$ cat config.mk
export PLATFORM = sky130hd
export DESIGN_NAME = ara_axi_mem_responder
export DESIGN_NICKNAME = d
export VERILOG_FILES = /design/src/rtl/ara_axi_mem_responder.sv
export SDC_FILE = /design/constraint.sdc
export NUM_CORES = 1
export LEC_CHECK = 0
export CAP_MARGIN = 10
export CELL_PAD_IN_SITES_DETAIL_PLACEMENT = 0
export CELL_PAD_IN_SITES_GLOBAL_PLACEMENT = 1
export CORE_AREA = 2 2 292 294
export DETAILED_ROUTE_END_ITERATION = 8
export DIE_AREA = 0 0 294 296
export MAX_ROUTING_LAYER = met4
export PLACE_DENSITY_LB_ADDON = 0.1
export SYNTH_ARGS = -nofsm -noshare
export SYNTH_HDL_FRONTEND = slang
export SYNTH_SLANG_ARGS = --single-unit
$ cat constraint.sdc
create_clock -name clk_i -period 2.77 [get_ports clk_i]
set_clock_uncertainty 0.15 [all_clocks]
set_input_delay 0.554 -clock clk_i [delete_from_list [all_inputs] [get_ports clk_i]]
set_output_delay 0.554 -clock clk_i [all_outputs]
set_load 0.005 [all_outputs]
$ cat src/rtl/ara_axi_mem_responder.sv
// AXI4 slave for the Ara wide port: serialises one burst at a time onto a
// single-ported memory that returns read data exactly one cycle after a grant.

typedef struct packed {
    logic [4:0]  id;
    logic [47:0] addr;
    logic [7:0]  len;
    logic [2:0]  size;
    logic [1:0]  burst;
} axi_ara_wide_ax_t;

typedef struct packed {
    logic [127:0] data;
    logic [15:0]  strb;
    logic         last;
} axi_ara_wide_w_t;

typedef struct packed {
    logic [4:0] id;
    logic [1:0] resp;
} axi_ara_wide_b_t;

typedef struct packed {
    logic [4:0]   id;
    logic [127:0] data;
    logic [1:0]   resp;
    logic         last;
} axi_ara_wide_r_t;

typedef struct packed {
    axi_ara_wide_ax_t aw;
    logic             aw_valid;
    axi_ara_wide_w_t  w;
    logic             w_valid;
    logic             b_ready;
    axi_ara_wide_ax_t ar;
    logic             ar_valid;
    logic             r_ready;
} axi_ara_wide_req_t;

typedef struct packed {
    logic            aw_ready;
    logic            ar_ready;
    logic            w_ready;
    logic            b_valid;
    axi_ara_wide_b_t b;
    logic            r_valid;
    axi_ara_wide_r_t r;
} axi_ara_wide_resp_t;

module ara_axi_mem_responder #(
    parameter int unsigned NrLanes   = 4,
    parameter int unsigned AddrWidth = 48,
    parameter type axi_req_t  = axi_ara_wide_req_t,
    parameter type axi_resp_t = axi_ara_wide_resp_t,
    localparam int unsigned DataWidth = 32 * NrLanes
) (
    input  logic                   clk_i,
    input  logic                   rst_ni,
    input  axi_req_t               axi_req_i,
    output axi_resp_t              axi_resp_o,
    output logic                   mem_req_o,
    input  logic                   mem_gnt_i,
    output logic                   mem_we_o,
    output logic [AddrWidth-1:0]   mem_addr_o,
    output logic [DataWidth-1:0]   mem_wdata_o,
    output logic [DataWidth/8-1:0] mem_be_o,
    input  logic                   mem_rvalid_i,
    input  logic [DataWidth-1:0]   mem_rdata_i
);

    localparam int unsigned IdWidth  = $bits(axi_req_i.aw.id);
    localparam int unsigned OffWidth = $clog2(DataWidth / 8);

    localparam logic [1:0] IDLE       = 2'd0;
    localparam logic [1:0] READ       = 2'd1;
    localparam logic [1:0] WRITE      = 2'd2;
    localparam logic [1:0] WRITE_RESP = 2'd3;

    localparam logic [1:0] BURST_FIXED = 2'b00;
    localparam logic [1:0] RESP_OKAY   = 2'b00;
    localparam logic [1:0] RESP_SLVERR = 2'b10;

    logic [1:0]           state_q, state_d;
    logic [IdWidth-1:0]   id_q;
    logic [AddrWidth-1:0] addr_q;
    logic [2:0]           size_q;
    logic [1:0]           burst_q;
    logic [7:0]           beat_cnt_q;
    logic [7:0]           issue_cnt_q;
    logic                 issue_done_q;
    logic                 burst_err_q;
    logic                 wlast_err_q;
    logic                 last_write_q;
    logic                 outstanding_q;
    logic                 r_full_q;
    logic [DataWidth-1:0] r_data_q;

    logic                 pick_write, pick_read;
    logic                 aw_hs, ar_hs, w_hs, r_hs, b_hs, rd_issue;
    logic [IdWidth-1:0]   ax_id;
    logic [AddrWidth-1:0] ax_addr;
    logic [7:0]           ax_len;
    logic [2:0]           ax_size;
    logic [1:0]           ax_burst;
    logic [AddrWidth-1:0] next_addr;

    // A contested IDLE cycle goes to the type not served last; after reset
    // "last" is read, so a write wins the first contest.
    always_comb begin
        pick_write = axi_req_i.aw_valid && (!axi_req_i.ar_valid || !last_write_q);
        pick_read  = axi_req_i.ar_valid && !pick_write;
        ax_id      = aw_hs ? axi_req_i.aw.id    : axi_req_i.ar.id;
        ax_addr    = aw_hs ? axi_req_i.aw.addr  : axi_req_i.ar.addr;
        ax_len     = aw_hs ? axi_req_i.aw.len   : axi_req_i.ar.len;
        ax_size    = aw_hs ? axi_req_i.aw.size  : axi_req_i.ar.size;
        ax_burst   = aw_hs ? axi_req_i.aw.burst : axi_req_i.ar.burst;
        next_addr  = (burst_q == BURST_FIXED) ? addr_q : addr_q + (AddrWidth'(1) << size_q);
    end

    always_comb begin
        axi_resp_o  = '0;
        mem_req_o   = 1'b0;
        mem_we_o    = 1'b0;
        mem_addr_o  = {addr_q[AddrWidth-1:OffWidth], {OffWidth{1'b0}}};
        mem_wdata_o = axi_req_i.w.data;
        mem_be_o    = axi_req_i.w.strb;
        case (state_q)
            IDLE: begin
                axi_resp_o.aw_ready = rst_ni && pick_write;
                axi_resp_o.ar_ready = rst_ni && pick_read;
            end
            READ: begin
                axi_resp_o.r_valid = burst_err_q || r_full_q;
                axi_resp_o.r.id    = id_q;
                axi_resp_o.r.data  = burst_err_q ? '0 : r_data_q;
                axi_resp_o.r.resp  = burst_err_q ? RESP_SLVERR : RESP_OKAY;
                axi_resp_o.r.last  = (beat_cnt_q == '0);
                // Only one read in flight, and only when its data has a free slot.
                mem_req_o = !burst_err_q && !issue_done_q && !outstanding_q &&
                            (!r_full_q || axi_req_i.r_ready);
            end
            WRITE: begin
                mem_req_o          = !burst_err_q && axi_req_i.w_valid;
                mem_we_o           = 1'b1;
                axi_resp_o.w_ready = burst_err_q || mem_gnt_i;
            end
            WRITE_RESP: begin
                axi_resp_o.b_valid = 1'b1;
                axi_resp_o.b.id    = id_q;
                axi_resp_o.b.resp  = (burst_err_q || wlast_err_q) ? RESP_SLVERR : RESP_OKAY;
            end
            default: ;
        endcase
    end

    always_comb begin
        aw_hs    = axi_req_i.aw_valid && axi_resp_o.aw_ready;
        ar_hs    = axi_req_i.ar_valid && axi_resp_o.ar_ready;
        w_hs     = axi_req_i.w_valid  && axi_resp_o.w_ready;
        r_hs     = axi_resp_o.r_valid && axi_req_i.r_ready;
        b_hs     = axi_resp_o.b_valid && axi_req_i.b_ready;
        rd_issue = (state_q == READ) && mem_req_o && mem_gnt_i;
    end

    always_comb begin
        state_d = state_q;
        case (state_q)
            IDLE:       if (aw_hs) state_d = WRITE; else if (ar_hs) state_d = READ;
            READ:       if (r_hs && beat_cnt_q == '0) state_d = IDLE;
            WRITE:      if (w_hs && beat_cnt_q == '0) state_d = WRITE_RESP;
            WRITE_RESP: if (b_hs) state_d = IDLE;
            default:    state_d = IDLE;
        endcase
    end

    always_ff @(posedge clk_i or negedge rst_ni) begin
        if (!rst_ni) begin
            state_q       <= IDLE;
            id_q          <= '0;
            addr_q        <= '0;
            size_q        <= '0;
            burst_q       <= '0;
            beat_cnt_q    <= '0;
            issue_cnt_q   <= '0;
            issue_done_q  <= 1'b0;
            burst_err_q   <= 1'b0;
            wlast_err_q   <= 1'b0;
            last_write_q  <= 1'b0;
            outstanding_q <= 1'b0;
            r_full_q      <= 1'b0;
            r_data_q      <= '0;
        end else begin
            state_q       <= state_d;
            outstanding_q <= rd_issue;
            if (aw_hs || ar_hs) begin
                id_q         <= ax_id;
                addr_q       <= ax_addr;
                size_q       <= ax_size;
                burst_q      <= ax_burst;
                beat_cnt_q   <= ax_len;
                issue_cnt_q  <= ax_len;
                issue_done_q <= 1'b0;
                // WRAP and the reserved encoding both have bit 1 set.
                burst_err_q  <= ax_burst[1];
                wlast_err_q  <= 1'b0;
                last_write_q <= aw_hs;
                r_full_q     <= 1'b0;
            end
            if (rd_issue) begin
                addr_q      <= next_addr;
                issue_cnt_q <= issue_cnt_q - 8'd1;
                if (issue_cnt_q == '0) issue_done_q <= 1'b1;
            end
            if (outstanding_q && mem_rvalid_i) begin
                r_data_q <= mem_rdata_i;
                r_full_q <= 1'b1;
            end else if (r_hs) begin
                r_full_q <= 1'b0;
            end
            if (r_hs && beat_cnt_q != '0) beat_cnt_q <= beat_cnt_q - 8'd1;
            if (w_hs) begin
                addr_q <= next_addr;
                if (beat_cnt_q != '0) beat_cnt_q <= beat_cnt_q - 8'd1;
                if (axi_req_i.w.last != (beat_cnt_q == '0)) wlast_err_q <= 1'b1;
            end
        end
    end

endmodule

Yosys cells after proc, flatten, opt, wreduce, memory -nomap -nowiden --
Index checks and enable logic that the tools add are counted.
Storage, ports and cells: input port bits 414, output and inout port bits 342, word-level logic and storage cells 106, register bits 210
Operators by class: muxes and demuxes 39, add/subtract/negate cells 3, shift-type cells 1, equal/unequal tests 8, reduce and logical (&&, ||, !) cells 41
Operators by type and width (count):
- two-way mux 48 bit | 5
- two-way mux 137 bit | 1
- two-way mux 128 bit | 1
- two-way mux 8 bit | 8
- adder 48 bit | 1
- left shift 1 x 3 -> 48 bit (first input constant) | 1
- logical AND 1 bit | 19
- two-way mux 2 bit | 9
- zero test 8 bit | 2
- subtractor 8 x 1 -> 8 bit (second input constant) | 2
- two-way mux 1 bit | 11
- case mux 2 bit (4 select lines) | 1
- nonzero test 8 bit | 1
- zero test 1 bit | 7
- logical OR 1 bit | 6
- nonzero test 3 bit | 2
- two-way mux 5 bit | 1
- equality test 2 bit (second input constant) | 2
- zero test 2 bit | 2
- != test 2 bit (second input constant) | 2
- AND reduction 4 bit | 1
- two-way mux 3 bit | 1
- != test 3 bit (second input constant) | 1
- equality test 2 x 1 -> 1 bit (second input constant) | 1
- 4 further kinds | 4

Logic depth before layout (Yosys ltp) --
depth after elaboration 13, mapped depth 12, gate-level depth less buffers 9

Worst setup path after synthesis --
No wires, ideal clock.
kind reg-to-reg, start register size_q[1], end register addr_q[38], required time 2.500 ns, path buffers 2, path slack -0.087 ns, cell stages (with the launch flop) 12, arrival time 2.588 ns, setup time 0.120 ns, period minus slack after synthesis 2.857 ns, cells stage by stage dfrtp_1 clkbuf_1 nor3_1 ha_1 fa_1 a21o_1 a221oi_2 o31a_2 buf_6 nor2_1 a311o_1 and3_1
Between the ends: word-level cells in the longest chain between the ends 5
Ends and longest elaborated chain:
- start: declaration | line 87 | logic [2:0] size_q;
- start signal: assignment | line 199 | size_q <= ax_size;
- left shift 1 x 3 -> 48 bit (*) | line 118 | next_addr = (burst_q == BURST_FIXED) ? addr_q : addr_q + (AddrWidth'(1) << size_q);
- adder 48 bit (*) | line 118
- two-way mux 48 bit (*) | line 118
- two-way mux 48 bit | line 210 | if (rd_issue) begin
- two-way mux 48 bit (*) | line 222 | if (w_hs) begin
- end signal: assignment | line 198 | addr_q <= ax_addr;
- end signal: assignment | line 211 | addr_q <= next_addr;
- end signal: assignment | line 223 | addr_q <= next_addr;
- end: declaration | line 86 | logic [AddrWidth-1:0] addr_q;
Every way passes the cells marked *; elsewhere a longest branch is shown, timed or not. A chain may end at the register's enable or synchronous reset.

==> out/qor.yml <==
postRouteWirelength_mm: 63.6
core_um2: 84200
final_cell_mix: "318 x clkdlybuf4s50_1, 205 x dfrtp_1, 148 x buf_6"
via_per_inst: 3.97
ant_nets: 0
worst-endpoint-required_ps: 2070
max_freq_mhz: 335
grt_pass1_wl_mm: 88.3
synthArstFlopShare_pct: 100
rsz0062_at_grt: "true"
tightestPinTransition_ps: 977
regArea_um2: 5240
dieWidth_um: 294
ioPinCount: 756
setup_slack_ps: -213
worstHoldStart: "rst_ni"
ys_seq_area_share_pct: 40.2
endpoint_kind: "output pin"
finalHoldViolCount: 0
io_buffer_count: 461
clk_latency_ps: 600
crit_path_max_fanout: 6
avgSynthCellArea_um2: 9.69
start_util_pct: 15.4
root_buffer: "clkbuf_16"
fp-row-count: 107
cts.sink_count: 209
hp-class: "primary input to flip-flop"
h-tree-depth: 1
worstSetupPathType: "flip-flop to output pin"
numCtsBuffers: 31
cts_tree: "done"
dr.pass1.iters: 5
place.gp.congestion: 0.764
die_area_um2: 87000
slew_headroom_pct: 34.9
nFillCells: 8928
p_leak_nw: 9.36
layout_commonest_cell: "clkdlybuf4s50_1"
yosys.area.top_type: "dfrtp_1"
synth_area_leaders: "dfrtp_1 40%, buf_4 11%, mux2_2 11%, and2_1 6.8%, nand2_1 3.4%"
synth-edff-count: 0
hold_slack_ps: 188
cp-startpoint: "state_q[1]"
clkTransAtPathRegs_ps: 50
total_power_mw: 19.9
synthFlopType: "dfrtp_1"
fin_crit_sh_pct: 108
multi_input_area_um2: 6900
die_h_um: 296
critPathLaunchType: "flip-flop"
synth_area_um2: 13000
overflow: 0
violations: "setup timing"
drive_above_1_share_pct: 42.4
yosys_warnings: 0
status: "complete, but fails checks"
areaGrowthSynthToFinish_pct: 67.0
dpl.hpwl_mm: 48.3
ys_ff_latch: 209
wire_per_inst_um: 21.8
clock_path_buffers: 3
synth_cell_types: 80
ir_drop_mv: 0.343
finalNetCount: 2229
netlist_instances: 1342
slew_viol_final: 0
grt_max_degree: 137
antenna_found_initial: 4
drtIter0Drc: 482
drc: 0
min_period_ps: 2980
crit_arrival_ps: 2280
r2r-start: "state_q[0]"
vias: 11572
powerDensity_nw_per_um2: 917
maxCapViolations: 0
grt_pass1_vias: 12031
grt_util_all_layers_pct: 14.2
yosysTopAreaCellShare_pct: 40.2
setup_violations: 118
## Yosys cell counts (all sizes together), types with 3 or more instances
library cell / count
buf: 214
dfrtp: 209
and2: 142
mux2: 131
nand2: 117
nor2: 74
clkbuf: 51
a21oi: 48
nand3: 46
o21ai: 27
and3: 21
inv: 20
nor3: 19
o22ai: 19
mux2i: 16
a211oi: 15
ha: 15
nand4: 13
a311oi: 12
xnor2: 12
a31oi: 8
nor4: 8
o211ai: 6
o221a: 6
a2111oi: 5
a21o: 5
a221oi: 5
and4: 5
nor2b: 5
nor3b: 5
o31ai: 5
xor2: 5
a222oi: 4
or3: 4
a22oi: 3
nand4b: 3
o211a: 3
o21a: 3
## state kept, by name, indices dropped and copies added (netlist names), 2 cells and up
name,flops
addr_q,48
beat_cnt_q,8
burst_q,2
id_q,5
issue_cnt_q,8
r_data_q,128
size_q,3
state_q,2
## power breakdown
group	total, mW	internal [mW]	switching (mW)
Clock	4.26	2.64	1.62
Sequential	5.60	4.45	1.15
Combinational	10.1	5.62	4.44
## layout make-up
cell class / count / share of cell area [%]
multi-input cells: 853 / 31.8
clock buffers: 46 / 4.25
well taps: 1090 / 6.28
inverters: 20 / 0.415
diodes: 4 / 0.0461
flip-flops and latches: 209 / 24.1
clock inverters: 6 / 0.669
repair buffers: 684 / 32.4
## what timing repair did
item,4_1_cts,5_1_grt
resized for setup,606,370
hold buffers,1,0
gates cloned,8,3
hold endpoints to repair,64,0
pin swaps,46,113
setup endpoints to repair,185,191
buffers inserted,35,54
## kinds of logic after synthesis
| group | Yosys count | synth area share (%) |
|---|---|---|
| buf+inv | 285 | 14.2 |
| compound gates | 193 | 10.8 |
| xor+xnor | 17 | 1.15 |
| mux | 147 | 12.6 |
| fa+ha+maj | 16 | 1.60 |
| flops | 209 | 40.2 |
| simple gates | 474 | 19.4 |
| other cells | 1 | 0.0288 |
## layer usage
metal  wire length, um  share of wire [%]  track usage (%)  up-vias
li1                  -                  -                -     5418
met4              2080                3.3             4.42        0
met5                 0                  0                -        -
met1             26400                 42             17.0     5686
met3              3670                5.8             3.17      107
met2             31400                 49             23.9      361
## critical path, cell delays in order, from the launching register on
cell	delay (ps)
dfrtp_1	390
inv_2	90
ha_4	150
inv_4	40
nor2_4	160
clkbuf_16	220
buf_6	120
buf_8	100
buf_16	100
buf_6	80
and2_4	120
buf_6	90
## per-stage QoR
stage	cell area [um^2]	instances	TNS (ps)	util [%]	worst slack (ps)
global route	21700	2912	-27230	25.8	-320
finish	21700	2912	-12610	25.8	-213
floorplan	13000	1347	0	-	3.08
CTS	20300	2864	-31900	24.1	-469
global placement	18500	2769	-5930	22.0	-268
detailed placement	18500	2769	-6370	22.0	-267
## worst paths after layout
kind                            slack (ps)        endpoint  depth (start not counted)
min in group asynchronous              550      burst_q[0]                          3
worst min-delay path                   190    last_write_q                          3
worst min register to register         340  issue_cnt_q[6]                          1
worst max-delay path                  -210  axi_resp_o[65]                         11
worst max register to register         -20      addr_q[42]                         12
max in group asynchronous              840      addr_q[26]                          4
(Power assumes the default switching activity.)
